--- src/rtl/sdi_pkg.sv ---
// Shared definitions for the SDI receive lock controller: lock-state encoding,
// default parameter values and measurement widths.
package sdi_pkg;

  typedef enum logic [1:0] {
    ST_SEARCH  = 2'd0,
    ST_MEASURE = 2'd1,
    ST_LOCKED  = 2'd2
  } lock_state_t;

  localparam int DEF_LOCK_FRAMES = 3;
  localparam int DEF_MISS_LIMIT  = 4;
  localparam int DEF_TIMEOUT_CYC = 4096;

  localparam int LEN_W  = 13;
  localparam int LINE_W = 11;

  localparam logic [LEN_W-1:0] LEN_MAX = 13'd8191;

endpackage

--- src/rtl/sdi_line_meter.sv ---
// EAV-to-EAV line length counter, last-line-number capture and frame-start
// detection for the SDI lock controller.
module sdi_line_meter
  import sdi_pkg::*;
(
  input  logic              clk_sdi,
  input  logic              rst_n,
  input  logic              rx_sav,
  input  logic              rx_eav,
  input  logic [LINE_W-1:0] rx_line_number,
  output logic              line_done,
  output logic [LEN_W-1:0]  line_len,
  output logic [LEN_W-1:0]  last_len,
  output logic              frame_start,
  output logic [LINE_W-1:0] frame_len
);

  logic [LEN_W-1:0]  len_cnt;
  logic [LINE_W-1:0] last_line;

  // len_cnt restarts at 1 on each EAV so that it equals the EAV spacing when
  // the next EAV arrives; it sticks at LEN_MAX on very long gaps.
  always_ff @(posedge clk_sdi or negedge rst_n) begin
    if (!rst_n) begin
      len_cnt   <= '0;
      last_len  <= '0;
      last_line <= '0;
    end else begin
      if (rx_eav) begin
        len_cnt  <= 13'd1;
        last_len <= len_cnt;
      end else if (len_cnt != LEN_MAX) begin
        len_cnt <= len_cnt + 13'd1;
      end
      if (rx_sav) begin
        last_line <= rx_line_number;
      end
    end
  end

  assign line_done   = rx_eav;
  assign line_len    = len_cnt;
  assign frame_start = rx_sav && (rx_line_number == 11'd1);
  assign frame_len   = last_line;

endmodule

--- src/rtl/sdi_rx_lock_ctrl.sv ---
// SDI receive format lock FSM (SEARCH / MEASURE / LOCKED) with frame-aligned
// video enable. Define SDI_LOCK_WATCHDOG_EN to enable the missing-EAV watchdog.
module sdi_rx_lock_ctrl
  import sdi_pkg::*;
#(
  parameter int LOCK_FRAMES = DEF_LOCK_FRAMES,
  parameter int MISS_LIMIT  = DEF_MISS_LIMIT,
  parameter int TIMEOUT_CYC = DEF_TIMEOUT_CYC
) (
  input  logic              clk_sdi,
  input  logic              rst_n,
  input  logic              rx_trs,
  input  logic              rx_sav,
  input  logic              rx_eav,
  input  logic [LINE_W-1:0] rx_line_number,
  output logic              fmt_locked,
  output logic              vid_out_en,
  output logic [LEN_W-1:0]  line_words,
  output logic [LINE_W-1:0] frame_lines,
  output logic [7:0]        err_cnt,
  output logic [1:0]        lock_state,
  output logic              timeout
);

  localparam logic [7:0] LOCK_LAST = 8'(LOCK_FRAMES - 1);
  localparam logic [7:0] MISS_LAST = 8'(MISS_LIMIT - 1);

  lock_state_t       state;
  logic [7:0]        frame_count;
  logic              frame_seen;
  logic [7:0]        miss_cnt;

  logic              line_done;
  logic [LEN_W-1:0]  line_len;
  logic [LEN_W-1:0]  last_len;
  logic              frame_start;
  logic [LINE_W-1:0] frame_len;
  logic              line_bad;
  logic              frame_bad;

  // The TRS marker is implied by the SAV/EAV pulses themselves.
  logic unused_trs;
  assign unused_trs = rx_trs;

  sdi_line_meter u_meter (
    .clk_sdi        (clk_sdi),
    .rst_n          (rst_n),
    .rx_sav         (rx_sav),
    .rx_eav         (rx_eav),
    .rx_line_number (rx_line_number),
    .line_done      (line_done),
    .line_len       (line_len),
    .last_len       (last_len),
    .frame_start    (frame_start),
    .frame_len      (frame_len)
  );

  assign line_bad  = line_done && (line_len != line_words);
  assign frame_bad = frame_start && (frame_len != frame_lines);

`ifdef SDI_LOCK_WATCHDOG_EN
  localparam int              WD_W    = $clog2(TIMEOUT_CYC + 1);
  localparam logic [WD_W-1:0] WD_LAST = WD_W'(TIMEOUT_CYC - 1);
  logic [WD_W-1:0] wd_cnt;
`else
  logic [31:0] unused_timeout_cyc;
  assign unused_timeout_cyc = 32'(TIMEOUT_CYC);
  assign timeout = 1'b0;
`endif

  // A bad line always takes priority over a frame start arriving on the same
  // cycle; the watchdog, when present, overrides everything else.
  always_ff @(posedge clk_sdi or negedge rst_n) begin
    if (!rst_n) begin
      state       <= ST_SEARCH;
      line_words  <= '0;
      frame_lines <= '0;
      frame_count <= '0;
      frame_seen  <= 1'b0;
      miss_cnt    <= '0;
      err_cnt     <= '0;
      fmt_locked  <= 1'b0;
      vid_out_en  <= 1'b0;
`ifdef SDI_LOCK_WATCHDOG_EN
      wd_cnt      <= '0;
      timeout     <= 1'b0;
`endif
    end else begin
      case (state)
        ST_SEARCH: begin
          fmt_locked <= 1'b0;
          vid_out_en <= 1'b0;
          miss_cnt   <= '0;
          if (frame_start) begin
            line_words  <= last_len;
            frame_count <= '0;
            frame_seen  <= 1'b0;
            state       <= ST_MEASURE;
          end
        end
        ST_MEASURE: begin
          if (line_bad) begin
            state <= ST_SEARCH;
          end else if (frame_start) begin
            if (!frame_seen) begin
              frame_lines <= frame_len;
              frame_seen  <= 1'b1;
            end else if (frame_len != frame_lines) begin
              state <= ST_SEARCH;
            end else if (frame_count + 8'd1 >= LOCK_LAST) begin
              state      <= ST_LOCKED;
              fmt_locked <= 1'b1;
              miss_cnt   <= '0;
            end else begin
              frame_count <= frame_count + 8'd1;
            end
          end
        end
        ST_LOCKED: begin
          if (line_bad || frame_bad) begin
            if (err_cnt != 8'hFF) begin
              err_cnt <= err_cnt + 8'd1;
            end
            if (miss_cnt == MISS_LAST) begin
              state      <= ST_SEARCH;
              fmt_locked <= 1'b0;
              vid_out_en <= 1'b0;
            end else begin
              miss_cnt <= miss_cnt + 8'd1;
            end
          end else begin
            if (line_done) begin
              miss_cnt <= '0;
            end
            if (frame_start) begin
              vid_out_en <= 1'b1;
            end
          end
        end
        default: begin
          state      <= ST_SEARCH;
          fmt_locked <= 1'b0;
          vid_out_en <= 1'b0;
        end
      endcase
`ifdef SDI_LOCK_WATCHDOG_EN
      timeout <= 1'b0;
      if ((state == ST_SEARCH) || line_done) begin
        wd_cnt <= '0;
      end else if (wd_cnt == WD_LAST) begin
        wd_cnt     <= '0;
        timeout    <= 1'b1;
        state      <= ST_SEARCH;
        fmt_locked <= 1'b0;
        vid_out_en <= 1'b0;
      end else begin
        wd_cnt <= wd_cnt + 1'b1;
      end
`endif
    end
  end

  assign lock_state = state;

endmodule

--- config.mk ---
export PLATFORM = sky130hd
export DESIGN_NAME = sdi_rx_lock_ctrl
export DESIGN_NICKNAME = d
export VERILOG_FILES = /design/src/rtl/sdi_pkg.sv /design/src/rtl/sdi_line_meter.sv /design/src/rtl/sdi_rx_lock_ctrl.sv
export SDC_FILE = /design/constraint.sdc
export NUM_CORES = 1
export LEC_CHECK = 0
export BUFFER_PORTS_ARGS = -buffer_cell sky130_fd_sc_hd__buf_2
export CAP_MARGIN = 20
export CORE_ASPECT_RATIO = 0.6
export CORE_MARGIN = 3
export CORE_UTILIZATION = 46
export CTS_CLUSTER_DIAMETER = 150
export CTS_CLUSTER_SIZE = 20
export DETAILED_ROUTE_END_ITERATION = 16
export GPL_ROUTABILITY_DRIVEN = 0
export HOLD_SLACK_MARGIN = 0.05
export MAX_ROUTING_LAYER = met4
export PLACE_DENSITY = 0.71
export REMOVE_ABC_BUFFERS = 1
export SLEW_MARGIN = 40
export SYNTH_ARGS = -nofsm -noshare
export SYNTH_HDL_FRONTEND = slang
export SYNTH_SLANG_ARGS = --single-unit
--- constraint.sdc ---
create_clock -name clk_sdi -period 3.23 [get_ports clk_sdi]
set_clock_uncertainty 0.05 [all_clocks]
set_input_delay 0.323 -clock clk_sdi [delete_from_list [all_inputs] [get_ports clk_sdi]]
set_output_delay 0.323 -clock clk_sdi [all_outputs]
set_load 0.01 [all_outputs]
==> Implementation_results.wiki <==
{| class="wikitable"
! Metric !! Value
|-
| Maximum ir drop on the vdd rail || 0.409 mV
|-
| Initial Utilization || 48.4%
|-
| Clock slew seen by the registers of the worst setup and hold paths || 60 ps
|-
| Total number of H-tree levels || 3
|-
| Max Fclk || 0.354 GHz
|-
| Chip height || 80.2 um
|-
| DR iter-0 viols || 186
|-
| Post-synthesis register bit count || 90
|-
| Setup TNS after final layout || 0 ps
|-
| Outcome || finished, final reports clean
|-
| Area Growth Syn to Fin || 17.2%
|-
| Fraction of final layout cells sized beyond drive strength 1 || 31.5%
|-
| Post-synthesis share of cell area spent on and, or, nand and nor gates || 15.1%
|-
| Final routed DRC violation total || 0
|-
| Headroom to the max-slew limit || 57.2%
|-
| Async set-or-reset flop fraction in the synthesized netlist || 100%
|-
| Leading post-synthesis cells by cell area || dfrtp_1, mux2_2, xnor2_1
|-
| Pwr dens || 548 mW/mm2
|-
| Max-slew violation count || 0
|-
| Unrepaired setup endpoints after global routing || no
|-
| Number of different library cells in the post-synthesis netlist || 47
|-
| Largest family of logic cells by synthesized area || simple AND/OR/NAND/NOR gates
|-
| HPWL Detailed || 6130 um
|-
| Number of buffers created by CTS || 9
|-
| Share of the synthesized area in the top cell type || 53.3%
|-
| Clk Latency, worst-skew pair || 340 ps
|-
| Worst min-delay path class || primary input to flip-flop
|-
| Pwr Total || 2.71 mW
|-
| First-pass GRT wire length || 14500 um
|-
| Sequential-to-total area share from yosys stat || 53.3%
|-
| Average cell area after synthesis || 11.7 um2
|-
| Library cell used as clock root buffer || clkbuf_16
|-
| Combinational cell fraction of total power || 13.8%
|-
| Antenna Nets Post-Route || 0
|-
| Yosys warns || 0
|-
| CTS sink count || 90
|-
| Critical Path Sink Type || flip-flop
|-
| Number of port buffers || 50
|-
| Core box area || 0.00872 mm2
|-
| Clk buf depth || 2
|-
| Count leader, synth || dfrtp_1
|-
| Largest driver fanout on the critical path || 11
|-
| Number of core rows || 26
|-
| Signal arrival time at the worst endpoint || 2990 ps
|-
| Non-filler cells in the finished layout || 537
|-
| Initial antenna violation count || 0
|-
| CTS tree || done
|-
| Internal Power || 1.97 mW
|-
| Xor and xnor area share after synthesis || 8.50%
|-
| Leakage power of the design || 2.43 nW
|-
| Detailed-route via count || 2910
|-
| Congestion Overflow GR || 0
|-
| Number of global-route vias before repair || 2919
|-
| Worst EP required || 3390 ps
|-
| Most frequently used flop master after synthesis || dfrtp_1
|-
| Clk network pwr share || 37.8%
|-
| Cell types with the highest counts after synthesis || dfrtp_1, mux2_2, xnor2_1, nor2_1, nand3_1
|-
| Detail-routed via count per cell || 5.42
|-
| Type of the setup path with the least slack || flip-flop to flip-flop
|-
| Cell area after synthesis || 0.00422 mm2
|-
| Post-CTS setup buffer count || 0
|-
| Share of synthesized area spent on multiplexers || 13.6%
|-
| Number of flops mapped to enable cells by yosys || 0
|-
| Synthesized instance count || 360
|-
| Antenna diode instance count || 0
|-
| Pin count of the biggest net entering global routing || 68
|-
| Number of I/O pins || 53
|-
| Count of maximum capacitance violations || 0
|-
| Final net count || 441
|-
| Final-report setup violation count || 0
|-
| Adder-cell share of the synthesized area || 1.48%
|-
| Element type at the critical path start || flip-flop
|-
| Number of detailed-routing iterations run before antenna repair || 4
|-
| Total global routing track utilization || 18.5%
|-
| Post-detailed-routing wire length || 8550 um
|-
| Total die area || 0.0104 mm2
|-
| Count of placed standard cells including taps || 520
|-
| Tightest Pin Transition || 641 ps
|-
| Synth area leader || dfrtp_1
|-
| Share of the clock period used by the worst path after layout || 87.5%
|-
| Switching portion of total power || 27.2%
|-
| Area fraction in compound gates after synthesis || 5.99%
|-
| Shortest period the worst path allows || 2830 ps
|-
| Die X-Extent || 130 um
|-
| Sequential share of power || 48.3%
|-
| Final hold violation count || 0
|-
| Psw || 0.737 mW
|-
| Routed wire per std cell || 15.9 um
|}
==> stage by stage <==
| stage | setup WS, ps | util (%) | hold WS, ps | cell area, um2 |
|---|---|---|---|---|
| final | 403 | 56.8 | 183 | 4950 |
| after global routing | 236 | 56.8 | 190 | 4950 |
| after CTS | 374 | 56.6 | 76.9 | 4930 |
| after detailed placement | 396 | 53.2 | 437 | 4640 |
| after global placement | 494 | 53.2 | 419 | 4640 |
| after floorplan | 290 | - | -22.6 | 4170 |
==> power groups by stage <==
stage                     Combinational [mW]  Sequential [mW]  Clock (mW)
final                                  0.375             1.31        1.03
after global routing                   0.427             1.32        1.09
after CTS                              0.378             1.31        1.04
after detailed placement               0.376             1.33           0
after global placement                 0.361             1.32           0
after floorplan                        0.211             1.32           0
==> cell type report <==
cell class	count	area [um2]
Fill cell	719	3770
Clock inverter	7	70.1
Inverter	7	26.3
Sequential cell	90	2250
Timing Repair Buffer	61	342
Tap cell	112	140
Multi-Input combinational cell	251	1890
Clock buffer	9	225
==> cell families after synthesis <==
family	Yosys count
AO/OA/AOI/OAI	37
adder cells (fa/ha/maj)	5
other	1
multiplexers	51
buffers and inverters	19
flip-flops	90
AND/OR/NAND/NOR	116
XOR/XNOR	41
==> critical path: stages, from the launching register on <==
cell and delay (ps):
dfrtp_1 440, xor2_1 210, nor4_1 310, nand4_1 170, o41ai_2 350, buf_4 230
nand4_4 130, a211oi_4 330, nand2_2 110, a221o_1 370
==> state kept, by name, indices dropped and copies added, names as in the netlist <==
name	count
vid_out_en	1
miss_cnt	8
frame_count	8
line_words	13
lock_state	2
fmt_locked	1
u_meter.frame_len	11
frame_seen	1
u_meter.last_len	13
u_meter.line_len	13
frame_lines	11
err_cnt	8
==> path summary, 6_finish.rpt <==
kind	depth (start not counted)	startpoint	to	slack [ps]
max	9	u_meter.line_len[3]$_DFFE_PN0P_	miss_cnt[7]$_DFFE_PN0P_	400
min	2	rx_line_number[2]	u_meter.frame_len[2]$_DFFE_PN0P_	180
max reg2reg	9	u_meter.line_len[3]$_DFFE_PN0P_	miss_cnt[7]$_DFFE_PN0P_	400
min reg2reg	1	u_meter.last_len[3]$_DFFE_PN0P_	line_words[3]$_DFFE_PN0P_	450
max in group asynchronous	3	rst_n	u_meter.frame_len[1]$_DFFE_PN0P_	2010
min in group asynchronous	2	rst_n	u_meter.last_len[10]$_DFFE_PN0P_	490
==> cell usage in the layout, fill, tap and decap left out, types with 9 or more instances in the layout <==
| cell | instances |
|---|---|
| dfrtp_1 | 90 |
| a21oi_1 | 13 |
| buf_2 | 49 |
| nand2b_1 | 9 |
| nor2_1 | 23 |
| nand2_1 | 14 |
| mux2_2 | 50 |
| xor2_1 | 15 |
| nand4_1 | 9 |
| and3_1 | 10 |
| nand3_1 | 18 |
| xnor2_1 | 26 |
| buf_4 | 10 |
| clkbuf_16 | 9 |
==> metal layers <==
layer  track usage [%]  part of all wire, %  up-vias
met5                 -                    0        -
met4              6.02                  1.6        0
met3              4.19                  3.6       13
met2              25.6                   44       58
met1              26.9                   51     1446
li1                  -                    -     1393
==> what timing repair did <==
action	in CTS	in global routing
endpoints found under the hold margin	0	65
hold buffers	0	1
resized for setup	0	0
Note: power is estimated with default switching activity, not from simulation.
